`config.mk`:
```
export PLATFORM = sky130hd
export DESIGN_NAME = sample_packer_flat
export DESIGN_NICKNAME = d
export VERILOG_FILES = /design/src/rtl/sample_packer_pkg.sv /design/src/rtl/sample_packer_if.sv /design/src/rtl/sample_packer_sat_counter.sv /design/src/rtl/sample_packer.sv /design/src/flat_wrapper.sv
export SDC_FILE = /design/constraint.sdc
export NUM_CORES = 1
export LEC_CHECK = 0
export BUFFER_PORTS_ARGS = -buffer_cell sky130_fd_sc_hd__buf_4
export CAP_MARGIN = 25
export CORE_MARGIN = 5
export CORE_UTILIZATION = 45
export CTS_CLUSTER_DIAMETER = 30
export DETAILED_ROUTE_END_ITERATION = 10
export PLACE_DENSITY = 0.71
export SYNTH_ARGS = -nofsm -noshare
export SYNTH_HDL_FRONTEND = slang
export SYNTH_HIERARCHICAL = 1
export SYNTH_SLANG_ARGS = --single-unit
```
`constraint.sdc`:
```
create_clock -name clk -period 3.46 [get_ports clk]
set_input_delay 0 -clock clk [delete_from_list [all_inputs] [get_ports clk]]
set_output_delay 0 -clock clk [all_outputs]
set_load 0.01 [all_outputs]
```
`src/rtl/sample_packer_pkg.sv`:
```
// Shared types and helpers for the sample packer and its drop counter.
package sample_packer_pkg;

  typedef enum logic {FILL, HOLD} state_t;

  function automatic int unsigned idx_w(input int unsigned ratio);
    return (ratio < 2) ? 1 : $clog2(ratio);
  endfunction

  // Increment v, clamping at the largest value representable in w bits.
  function automatic logic [63:0] sat_inc(input logic [63:0] v, input int unsigned w);
    logic [63:0] max_v;
    max_v = (w >= 64) ? '1 : ((64'd1 << w) - 64'd1);
    return (v >= max_v) ? max_v : v + 64'd1;
  endfunction

endpackage

```
`src/rtl/sample_packer_if.sv`:
```
// Narrow sample input and wide packed-word valid/ready output of the sample packer.
interface sample_packer_if #(
  parameter int unsigned WIDTH = 4,
  parameter int unsigned RATIO = 8
);
  logic [WIDTH-1:0]       in_data;
  logic                   in_valid;
  logic [WIDTH*RATIO-1:0] out_data;
  logic                   out_valid;
  logic                   out_ready;

  modport master (
    input  in_data, in_valid, out_ready,
    output out_data, out_valid
  );

  modport slave (
    output in_data, in_valid, out_ready,
    input  out_data, out_valid
  );
endinterface

```
`src/rtl/sample_packer_sat_counter.sv`:
```
// Saturating event counter with synchronous clear; an increment in the clear cycle leaves 1.
module sat_counter
  import sample_packer_pkg::*;
#(
  parameter int unsigned CNT_WIDTH = 16
) (
  input  logic                 clk,
  input  logic                 resetn,
  input  logic                 inc,
  input  logic                 clr,
  output logic [CNT_WIDTH-1:0] cnt
);

  always_ff @(posedge clk) begin
    if (!resetn) begin
      cnt <= '0;
    end else if (clr) begin
      cnt <= inc ? CNT_WIDTH'(1) : '0;
    end else if (inc) begin
      cnt <= CNT_WIDTH'(sat_inc(64'(cnt), CNT_WIDTH));
    end
  end

endmodule

```
`src/rtl/sample_packer.sv`:
```
// Packs RATIO narrow samples LSB-first into one wide word behind a valid/ready register;
// words completing while the register is full and not draining are dropped and counted.
module sample_packer
  import sample_packer_pkg::*;
#(
  parameter int unsigned WIDTH     = 4,
  parameter int unsigned RATIO     = 8,
  parameter int unsigned CNT_WIDTH = 16
) (
  input  logic                 clk,
  input  logic                 resetn,
  input  logic                 enable,
  sample_packer_if.master      bus,
  output logic                 overflow,
  output logic [CNT_WIDTH-1:0] drop_cnt,
  input  logic                 clr_overflow
);

  localparam int unsigned       IDX_W  = idx_w(RATIO);
  localparam int unsigned       WORD_W = WIDTH * RATIO;
  localparam logic [IDX_W-1:0]  LAST   = IDX_W'(RATIO - 1);

  state_t            state, state_nxt;
  logic [IDX_W-1:0]  idx;
  logic [WORD_W-1:0] acc;
  logic [WORD_W-1:0] word;
  logic [WORD_W-1:0] out_data_q;
  logic              accept;
  logic              complete;
  logic              load;
  logic              drop;

  // The completing sample bypasses the accumulator straight into the top slot.
  always_comb begin
    accept   = bus.in_valid && enable;
    complete = accept && (idx == LAST);
    load     = complete && ((state == FILL) || bus.out_ready);
    drop     = complete && !load;
    word     = acc;
    word[WORD_W-WIDTH +: WIDTH] = bus.in_data;
  end

  always_comb begin
    state_nxt = state;
    case (state)
      FILL:    if (load) state_nxt = HOLD;
      HOLD:    if (bus.out_ready && !load) state_nxt = FILL;
      default: state_nxt = FILL;
    endcase
  end

  always_ff @(posedge clk) begin
    if (!resetn) begin
      state <= FILL;
    end else begin
      state <= state_nxt;
    end
  end

  always_ff @(posedge clk) begin
    if (!resetn || !enable) begin
      idx <= '0;
      acc <= '0;
    end else if (accept) begin
      acc[idx*WIDTH +: WIDTH] <= bus.in_data;
      idx <= complete ? '0 : idx + 1'b1;
    end
  end

  always_ff @(posedge clk) begin
    if (!resetn) begin
      out_data_q <= '0;
    end else if (load) begin
      out_data_q <= word;
    end
  end

  always_ff @(posedge clk) begin
    if (!resetn) begin
      overflow <= 1'b0;
    end else if (drop) begin
      overflow <= 1'b1;
    end else if (clr_overflow) begin
      overflow <= 1'b0;
    end
  end

  sat_counter #(.CNT_WIDTH(CNT_WIDTH)) u_drop_cnt (
    .clk    (clk),
    .resetn (resetn),
    .inc    (drop),
    .clr    (clr_overflow),
    .cnt    (drop_cnt)
  );

  assign bus.out_data  = out_data_q;
  assign bus.out_valid = (state == HOLD);

endmodule

```
`src/flat_wrapper.sv`:
```
// flat-port wrapper written by rule: the top's interface ports become plain ports
module sample_packer_flat import sample_packer_pkg::*;
#(
  parameter int unsigned WIDTH     = 4,
  parameter int unsigned RATIO     = 8,
  parameter int unsigned CNT_WIDTH = 16
)
  (clk, resetn, enable, overflow, drop_cnt, clr_overflow, bus_in_data, bus_in_valid, bus_out_ready, bus_out_data, bus_out_valid);
  sample_packer_if #(.WIDTH(WIDTH), .RATIO(RATIO)) bus_i ();
  input  logic clk;
  input  logic resetn;
  input  logic enable;
  output logic overflow;
  output logic [CNT_WIDTH-1:0] drop_cnt;
  input  logic clr_overflow;
  input wire logic [$bits(bus_i.in_data)-1:0] bus_in_data;
  input wire logic [$bits(bus_i.in_valid)-1:0] bus_in_valid;
  input wire logic [$bits(bus_i.out_ready)-1:0] bus_out_ready;
  output wire logic [$bits(bus_i.out_data)-1:0] bus_out_data;
  output wire logic [$bits(bus_i.out_valid)-1:0] bus_out_valid;
  assign bus_i.in_data = bus_in_data;
  assign bus_i.in_valid = bus_in_valid;
  assign bus_i.out_ready = bus_out_ready;
  assign bus_out_data = bus_i.out_data;
  assign bus_out_valid = bus_i.out_valid;
  sample_packer #(.WIDTH(WIDTH), .RATIO(RATIO), .CNT_WIDTH(CNT_WIDTH)) u_core (.clk(clk), .resetn(resetn), .enable(enable), .bus(bus_i), .overflow(overflow), .drop_cnt(drop_cnt), .clr_overflow(clr_overflow));
endmodule
```
Word-level counts from Yosys, hierarchy flattened:

Cells that the tools add are included.

* output and inout bits: 50
* bits in registers: 85
* bits of input ports: 10
* logic and storage cells: 36

* order comparisons: 1
* bitwise gates (word level): 1
* shifts and indexed selects: 2
* $add $sub $neg: 3
* mux-type cells: 11
* reductions and logical operators: 11
* equality and inequality tests: 1

Operators with widths (number)
* $mux W16: 3
* $neg A5 Y34: 1
* $shift A4 B34 Y32 const A: 1
* $shiftx A4 B34 Y32: 1
* $bwmux W32: 1
* $add A16 B1 Y16 const B: 1
* $ge A16 B16 Y1 const B: 1
* $logic_and A1 B1 Y1: 5
* $mux W1: 5
* $add A3 B1 Y3 const B: 1
* $eq A3 B3 Y1 const B: 1
* $logic_not A1 Y1: 3
* $mux W3: 1
* $logic_or A1 B1 Y1: 2
* $pmux W1 S2: 1
* $reduce_bool A2 Y1: 1
* $not A1 Y1: 1

Depth between registers and ports, before layout:

Gate-level depths: netlist (run 1).

* depth in word-level cells: 7
* gate-level depth with buffers: 9
* mapped depth without buffers: 8

Cells and area by module:

The synthesis (run 1) kept the hierarchy.

By module, submodules not included
* sample_packer: times used 1, sequential area each 1301.2 um2, cells each 305, area an instance 2857.7 um2
* sat_counter: times used 1, sequential area each 320.3 um2, cells each 86, area an instance 793.3 um2

Worst setup path after synthesis (run 1):

No wires, ideal clock.

* path kind: register to register
* start point: register u_core.idx[0]
* end point: register u_core.acc[16]
* data required time: 3388 ps
* setup slack: 1342 ps
* stages on the path, launching flop included: 9
* data arrival time: 2046 ps
* buffers on the path: 2
* period minus slack after synthesis: 2118 ps
* library setup time: 72 ps
* path through: dfxtp_1 buf_2 inv_1 ha_1 ha_1 buf_2 nand2b_1 nor4b_4 mux2i_1

* cells in the longest elaborated chain, start to end: 3
* elaborated cells between the ends (all ways): 4
* those cells by class: 1 x add/sub; 2 x shift; 1 x mux

Ends and longest elaborated chain
* from (decl): RTL line sample_packer.sv:24 `logic [IDX_W-1:0] idx;`
* from (signal assigned): RTL line sample_packer.sv:66 `idx <= complete ? '0 : idx + 1'b1;`
* $neg A5 Y34 (*): RTL line sample_packer.sv:65 `acc[idx*WIDTH +: WIDTH] <= bus.in_data;`
* $shiftx A4 B34 Y32 or $shift A4 B34 Y32 (tied branches): RTL line sample_packer.sv:65
* $bwmux W32 (*): RTL line sample_packer.sv:65
* to (signal, indexed assignment): RTL line sample_packer.sv:65
* to (decl): RTL line sample_packer.sv:25 `logic [WORD_W-1:0] acc;`

Mark *: on every way between the ends. The rest lies on a longest branch, timed or not.
A chain may end at the register's enable or synchronous reset.

Final worst setup path (run 1):

* start point: register u_core.idx[0]
* end point: register u_core.u_drop_cnt.cnt[14]

* cells in the longest elaborated chain, start to end: 6

Ends and longest elaborated chain
* $eq A3 B3 Y1 (*): RTL line sample_packer.sv:36 `complete = accept && (idx == LAST);`
* $logic_and A1 B1 Y1 (*): RTL line sample_packer.sv:36
* $logic_and A1 B1 Y1: RTL line sample_packer.sv:37 `load = complete && ((state == FILL) || bus.out_ready);`
* $logic_not A1 Y1: RTL line sample_packer.sv:38 `drop = complete && !load;`
* $logic_and A1 B1 Y1 (*): RTL line sample_packer.sv:38
* via u_core.drop: RTL line sample_packer.sv:31 `logic drop;`
* $reduce_bool A2 Y1 (no source line) (*)
* to (signal assigned): RTL line sample_packer_sat_counter.sv:18 `cnt <= inc ? CNT_WIDTH'(1) : '0;`
* to (signal assigned): RTL line sample_packer_sat_counter.sv:20 `cnt <= CNT_WIDTH'(sat_inc(64'(cnt), CNT_WIDTH));`
* to (decl): RTL line sample_packer_sat_counter.sv:11 `output logic [CNT_WIDTH-1:0] cnt`

Mark *: on every way through the listed nets, which the timed path passes. The rest lies on a longest branch.

==> flow_summary.ini, run 1 <==
[placement]
routabilityCongestion = 0.8336
io_buffers = 59
dp_slack_ps = 892.1
dpl.hpwl_mm = 5.508

[logic_synthesis]
muxShareOfSynthArea_pct = 16.45
seq_area_frac_synth_pct = 44.41
yosys.area.top_type = dfxtp_1
synth_top_family_by_area = simple AND/OR/NAND/NOR gates
synth.distinct_cells = 45
synth.area.top_cells = dfxtp_1, mux2i_1, nand2_1
synth-simple-area-share_pct = 26.29
synth_cells = 391
synth_nets = 409
syn-cell-area_sq_mm = 0.003651
ys_ff_latch = 81
synthAdderAreaFrac_pct = 2.742
synth_xor_area_share_pct = 0
syn_avg_cell_area_sq_um = 9.338
synth_enable_flop_cells = 0
synthDominantCellAreaShare_pct = 44.41
synth_warnings = 6
synth_compound_area_share_pct = 6.134
synth_ff_type = dfxtp_1
synthArstFlopShare_pct = 0

[pwr]
leakage_nw = 1.620
powerDensity_mw_per_mm2 = 369.8
p_int_mw = 1.241
power.switching_mw = 0.3826
switching_share_pct = 23.56
power.share.clock_pct = 37.8
irDropWorstVdd_v = 0.0001957
pwr-share-comb_pct = 4.6
power_frac_seq_pct = 57.6

[cells_and_area]
area_growth_pct = 20.29
final_nets = 467
drive_gt1_share_pct = 20.93
fin_util_pct = 56.25
antenna_cells = 0

[global_route]
grt_overflow_total = 0
grt_max_degree = 72
first_global_vias = 2884
antenna_found_initial = 0
grt_pass1_wl_mm = 13.01
grtUsageTotal_pct = 15.89

[routing]
drt-total-wl_mm = 7.804
via_per_inst = 5.243
dr.pass1.iters = 4
wire_per_inst_um = 14.04
ant_nets = 0
vias = 2915
drtIter0Drc = 136
drc = 0

[sta]
setup_tns_ps = 0
period_share_pct = 75.24
timing.hold.ws_ps = 19.63
finalSetupViolCount = 0
period_minus_slack_ps = 2603
fmax_ghz = 0.3841
slew_headroom_pct = 41.32
slew_violations = 0
tightest_slew_ps = 880.2
rsz0062_at_grt = no
worst_slack_ps = 856.5
finClkSkew_ps = 10.57
hold_viol_final = 0

[setup_path]
critPathArrivalTime_ps = 2820
rr_startpoint = u_core/idx[0]$_SDFFE_PP0P_
cp-start-kind = register
r2r-end = u_core/u_drop_cnt/cnt[14]$_SDFFE_PN0P_
critPathTopFamily = simple AND/OR/NAND/NOR gates
cp_max_fo = 13
critPathKind = register to register
r2r_slack_ps = 860
cp-end-kind = register
worst-path-buf-inv = 0
worst-path-stages = 8
crit_end = u_core/u_drop_cnt/cnt[14]$_SDFFE_PN0P_
max_stage_delay_ps = 610
path_cells = ha_1, ha_1, nand3_1, nor2_1, and3_1, nand3_1, nor3b_1, nor3_1
r2r_cells = 8
cp_slowest_cell = dfxtp_1
critical_path.startpoint = u_core/idx[0]$_SDFFE_PP0P_
critPathRequiredTime_ps = 3680

[clock_network]
cts_buffers = 9
numClockSinks = 81
cts_tree = yes
cts_setup_buffers = 0
clk_pin_slew_ps = 80
cts_buffer_depth = 2
root_buffer = clkbuf_8
cts_htree_levels = 3
clk_latency_ps = 350
cts_resized = 0

[run]
max_cap_violations = 0

[floorplan]
die_x_um = 100.1
die_area_sq_mm = 0.01002
die_y_um = 100.1
rows = 32
core_area_sq_mm = 0.007807
ioPinCount = 60
start_util_pct = 46.76

[worst_hold_path]
hold_path.class = input port to register
hp-start = bus_out_ready

[status]
outcome = completed
power by group through the flow:
| stage | sequential, mW | combinational, mW | clock (mW) |
|---|---|---|---|
| finish | 0.936 | 0.0750 | 0.613 |
| global route | 0.936 | 0.0830 | 0.677 |
| CTS | 0.935 | 0.0756 | 0.638 |
| detailed placement | 0.958 | 0.0691 | 0 |
| global placement | 0.957 | 0.0679 | 0 |
| floorplan | 0.956 | 0.0466 | 0 |
cells in the final DEF (no fill, tap or decap), drive strengths merged:
master       Yosys  routed
and3            10      10
o21ai            7       7
o211ai           1       1
a221oi           1       1
a21oi            7       7
nor3             8       8
nor2             6       6
a21boi           1       1
a311oi           2       2
and2             3       3
buf             17      63
nand4b           1       1
ha               8       8
nor4b            4       4
nor3b            5       5
nand2          105     105
nor2b            5       5
mux2i           60      60
nand3           20      20
a41oi            1       1
and4             4       4
o211a            1       1
clkinv           0       3
a2bb2oi          1       1
dlygate4sd3      0       7
a31oi            9       9
a211oi           2       2
and4b            1       1
nand3b           1       1
dfxtp           81      81
o21a             1       1
and4bb           1       1
nand4            2       2
nand2b           3       3
clkbuf           6      12
inv              6       7
tightest hold or removal path: stages:
cell and delay [ps]:
buf_4 70, nand2b_1 150, a21boi_0 90
metal layers:
layer	global-route usage, %	wire length [um]	vias to the layer above
li1	-	-	1470
met1	20.28	3696	1372
met2	25.91	3593	69
met3	4.587	463	4
met4	5.181	51	0
met5	0	0	-
logic make-up after synthesis:
kind of cell	count (synthesis)
buffers and inverters	29
multiplexers	60
AND/OR/NAND/NOR	179
AO/OA/AOI/OAI	34
flip-flops	81
adder cells (fa/ha/maj)	8
cells in the mapped netlist (all sizes together) (4+ instances only):
| cell | count |
|---|---|
| nor4b | 4 |
| a31oi | 9 |
| inv | 6 |
| mux2i | 60 |
| nand3 | 20 |
| nor3b | 5 |
| clkbuf | 6 |
| o21ai | 7 |
| a21oi | 7 |
| nor3 | 8 |
| nor2 | 6 |
| and3 | 10 |
| and4 | 4 |
| nor2b | 5 |
| buf | 17 |
| nand2 | 105 |
| ha | 8 |
| dfxtp | 81 |
worst min path at each step:
stage / to / cells after the start / slack [ps]
after floorplan: u_core/u_drop_cnt/cnt[0]$_SDFFE_PN0P_ / 2 / 140
after global placement: u_core/acc[2]$_SDFFE_PP0P_ / 3 / 310
after detailed placement: u_core/acc[3]$_SDFFE_PP0P_ / 3 / 320
after CTS: u_core/bus.out_valid$_SDFF_PN0_ / 3 / 4
after global routing: u_core/bus.out_valid$_SDFF_PN0_ / 3 / 20
final: u_core/bus.out_valid$_SDFF_PN0_ / 3 / 20
area by class of cell:
type | instances | area (sq um)
Clock buffer | 12 | 145.1
Clock inverter | 4 | 27.53
Fill cell | 743 | 3416
Inverter | 6 | 22.52
Multi-Input combinational cell | 281 | 1892
Sequential cell | 81 | 1622
Tap cell | 102 | 127.6
Timing Repair Buffer | 70 | 555.5
sequential cells by signal (all words and copies together), names as in the netlist:
register and flops:
u_core/bus.out_valid 1, u_core/idx 3, u_core/overflow 1, u_core/bus.out_data 32, u_core/u_drop_cnt/cnt 16, u_core/acc 28
repair_timing:
| item | 4_1_cts | 5_1_grt |
|---|---|---|
| endpoints found under the hold margin | 23 | 0 |
| setup endpoints to repair | 0 | 0 |
| hold buffers | 7 | 0 |
per-stage QoR:
step	power, mW	instance area [sq um]	cells
finish	1.624	4392	556
detailed placement	1.027	4149	533
CTS	1.649	4392	556
global placement	1.025	4149	533
floorplan	1.002	3651	391
global route	1.696	4392	556
(Power assumes the default switching activity.)
==> run 2: changes to the inputs <==
==> constraint.sdc (replaced) <==
create_clock -name clk -period 2.53 [get_ports clk]
set_input_delay 0 -clock clk [delete_from_list [all_inputs] [get_ports clk]]
set_output_delay 0 -clock clk [all_outputs]
set_load 0.01 [all_outputs]
==> flow_summary.ini, run 2 (synthesized netlist as in run 1, its figures left out) <==
[sta]
slew_headroom_pct = 55.25
period_share_pct = 89.73
tightest_slew_ps = 667.6
rsz0062_at_grt = no
period_minus_slack_ps = 2270
finalSetupViolCount = 0
finClkSkew_ps = 11.79
slew_violations = 0
hold_viol_final = 0
fmax_ghz = 0.4405
setup_tns_ps = 0

[clock_network]
cts_buffer_depth = 2
clk_latency_ps = 350
cts_setup_buffers = 0
numClockSinks = 81
cts_buffers = 9
cts_tree = yes
clk_pin_slew_ps = 80
cts_htree_levels = 3
root_buffer = clkbuf_8

[global_route]
use_met3_pct = 4.170
first_global_vias = 2871
grt.met1_usage_pct = 21.79
grt_max_degree = 64
use_met2_pct = 26.22
grt.busiest_layer = met2
grtUsageTotal_pct = 16.58
antenna_found_initial = 0
grt_overflow_total = 0
grt_pass1_wl_mm = 13.46

[floorplan]
die_area_sq_mm = 0.01002
die_y_um = 100.1
die_x_um = 100.1
core_area_sq_mm = 0.007807
rows = 32
start_util_pct = 46.76
ioPinCount = 60

[cells_and_area]
area_growth_pct = 22.04
antenna_cells = 0
final_nets = 475
area.sequential_sq_mm = 0.001622
final_cells = 564
drive_gt1_share_pct = 21.86
largest_reg_flops = 32
multiInputGateArea_sq_mm = 0.001892
final_common_cell = nand2_1
fill_cells = 708
final_cell_mix = nand2_1, dfxtp_1, buf_4

[placement]
dp_cells = 537
routabilityCongestion = 0.8347
dpl.hpwl_mm = 5.627
io_buffers = 59

[status]
outcome = completed

[setup_path]
critical_path.startpoint = u_core/idx[0]$_SDFFE_PP0P_
critPathArrivalTime_ps = 2570
cp-end-kind = register
critPathRequiredTime_ps = 2830
rr_startpoint = u_core/idx[0]$_SDFFE_PP0P_
cp_max_fo = 11
cp-start-kind = register
critPathKind = register to register

[pwr]
powerDensity_mw_per_mm2 = 505.7
power_mw = 2.253
irDropWorstVdd_v = 0.0002107
leakage_nw = 1.650

[routing]
drt-total-wl_mm = 7.923
ant_nets = 0
vias = 2983
drtIter0Drc = 125
wire_per_inst_um = 14.05
via_per_inst = 5.289
dr.pass1.iters = 4
drc = 0

[worst_hold_path]
hp-start = u_core/bus.out_data[24]$_SDFFE_PN0P_
hold_path.class = register to register

[run]
max_cap_violations = 0
[run 2: cell types whose count changed in the layout (fill, tap and decap cells not counted)]
cell	before	now
buf_4	62	67
clkinv_4	1	0
clkinvlp_4	0	3
clkbuf_1	2	0
buf_12	1	0
dlygate4sd3_1	7	11
[run 2: area by class of cell]
class                           instances  area share [%]
Multi-Input combinational cell        281           42.46
Clock buffer                           10           3.089
Sequential cell                        81           36.39
Clock inverter                          6          0.9267
Inverter                                6          0.5055
Timing Repair Buffer                   78           13.76
Tap cell                              102           2.864
[run 2: per-stage QoR]
| step | hold slack [ps] | worst slack [ps] | utilization (%) | cell area, sq um |
|---|---|---|---|---|
| after floorplan | 138.3 | 412.4 | - | 3651 |
| after global placement | 313.9 | 472.4 | 53.37 | 4167 |
| after detailed placement | 315.0 | 337.4 | 53.37 | 4167 |
| after CTS | 459.9 | 249.2 | 57.07 | 4456 |
| after global routing | 477.8 | 55.37 | 57.07 | 4456 |
| final | 459.3 | 259.7 | 57.07 | 4456 |
[run 2: worst max-delay path: stages, from the launching register on]
cell	delay, ps
dfxtp_1	480
ha_1	220
ha_1	210
nand3_1	200
nor2b_4	150
buf_4	230
mux2i_1	190
dlygate4sd3_1	550
[run 2: worst paths after layout]
path	slack (ps)	endpoint	cells after the start
max	260	u_core/bus.out_data[31]$_SDFFE_PN0P_	7
min reg2reg	460	u_core/bus.out_data[24]$_SDFFE_PN0P_	2
min	460	u_core/bus.out_data[24]$_SDFFE_PN0P_	2
max reg2reg	260	u_core/bus.out_data[31]$_SDFFE_PN0P_	7
[run 2: metal layers]
| metal | up-vias | wire, um |
|---|---|---|
| li1 | 1490 | - |
| met1 | 1425 | 3712 |
| met2 | 57 | 3671 |
| met3 | 11 | 392 |
| met4 | 0 | 146 |
| met5 | - | 0 |
[run 2: power by group]
group / switching [mW] / internal, mW
Sequential: 0.00259 / 1.28
Clock: 0.481 / 0.383
Combinational: 0.0702 / 0.0417
[run 2: what timing repair did]
item,4_1_cts,5_1_grt
hold endpoints to repair,31,0
resized for setup,0,0
hold buffers,11,0
setup endpoints to repair,0,0
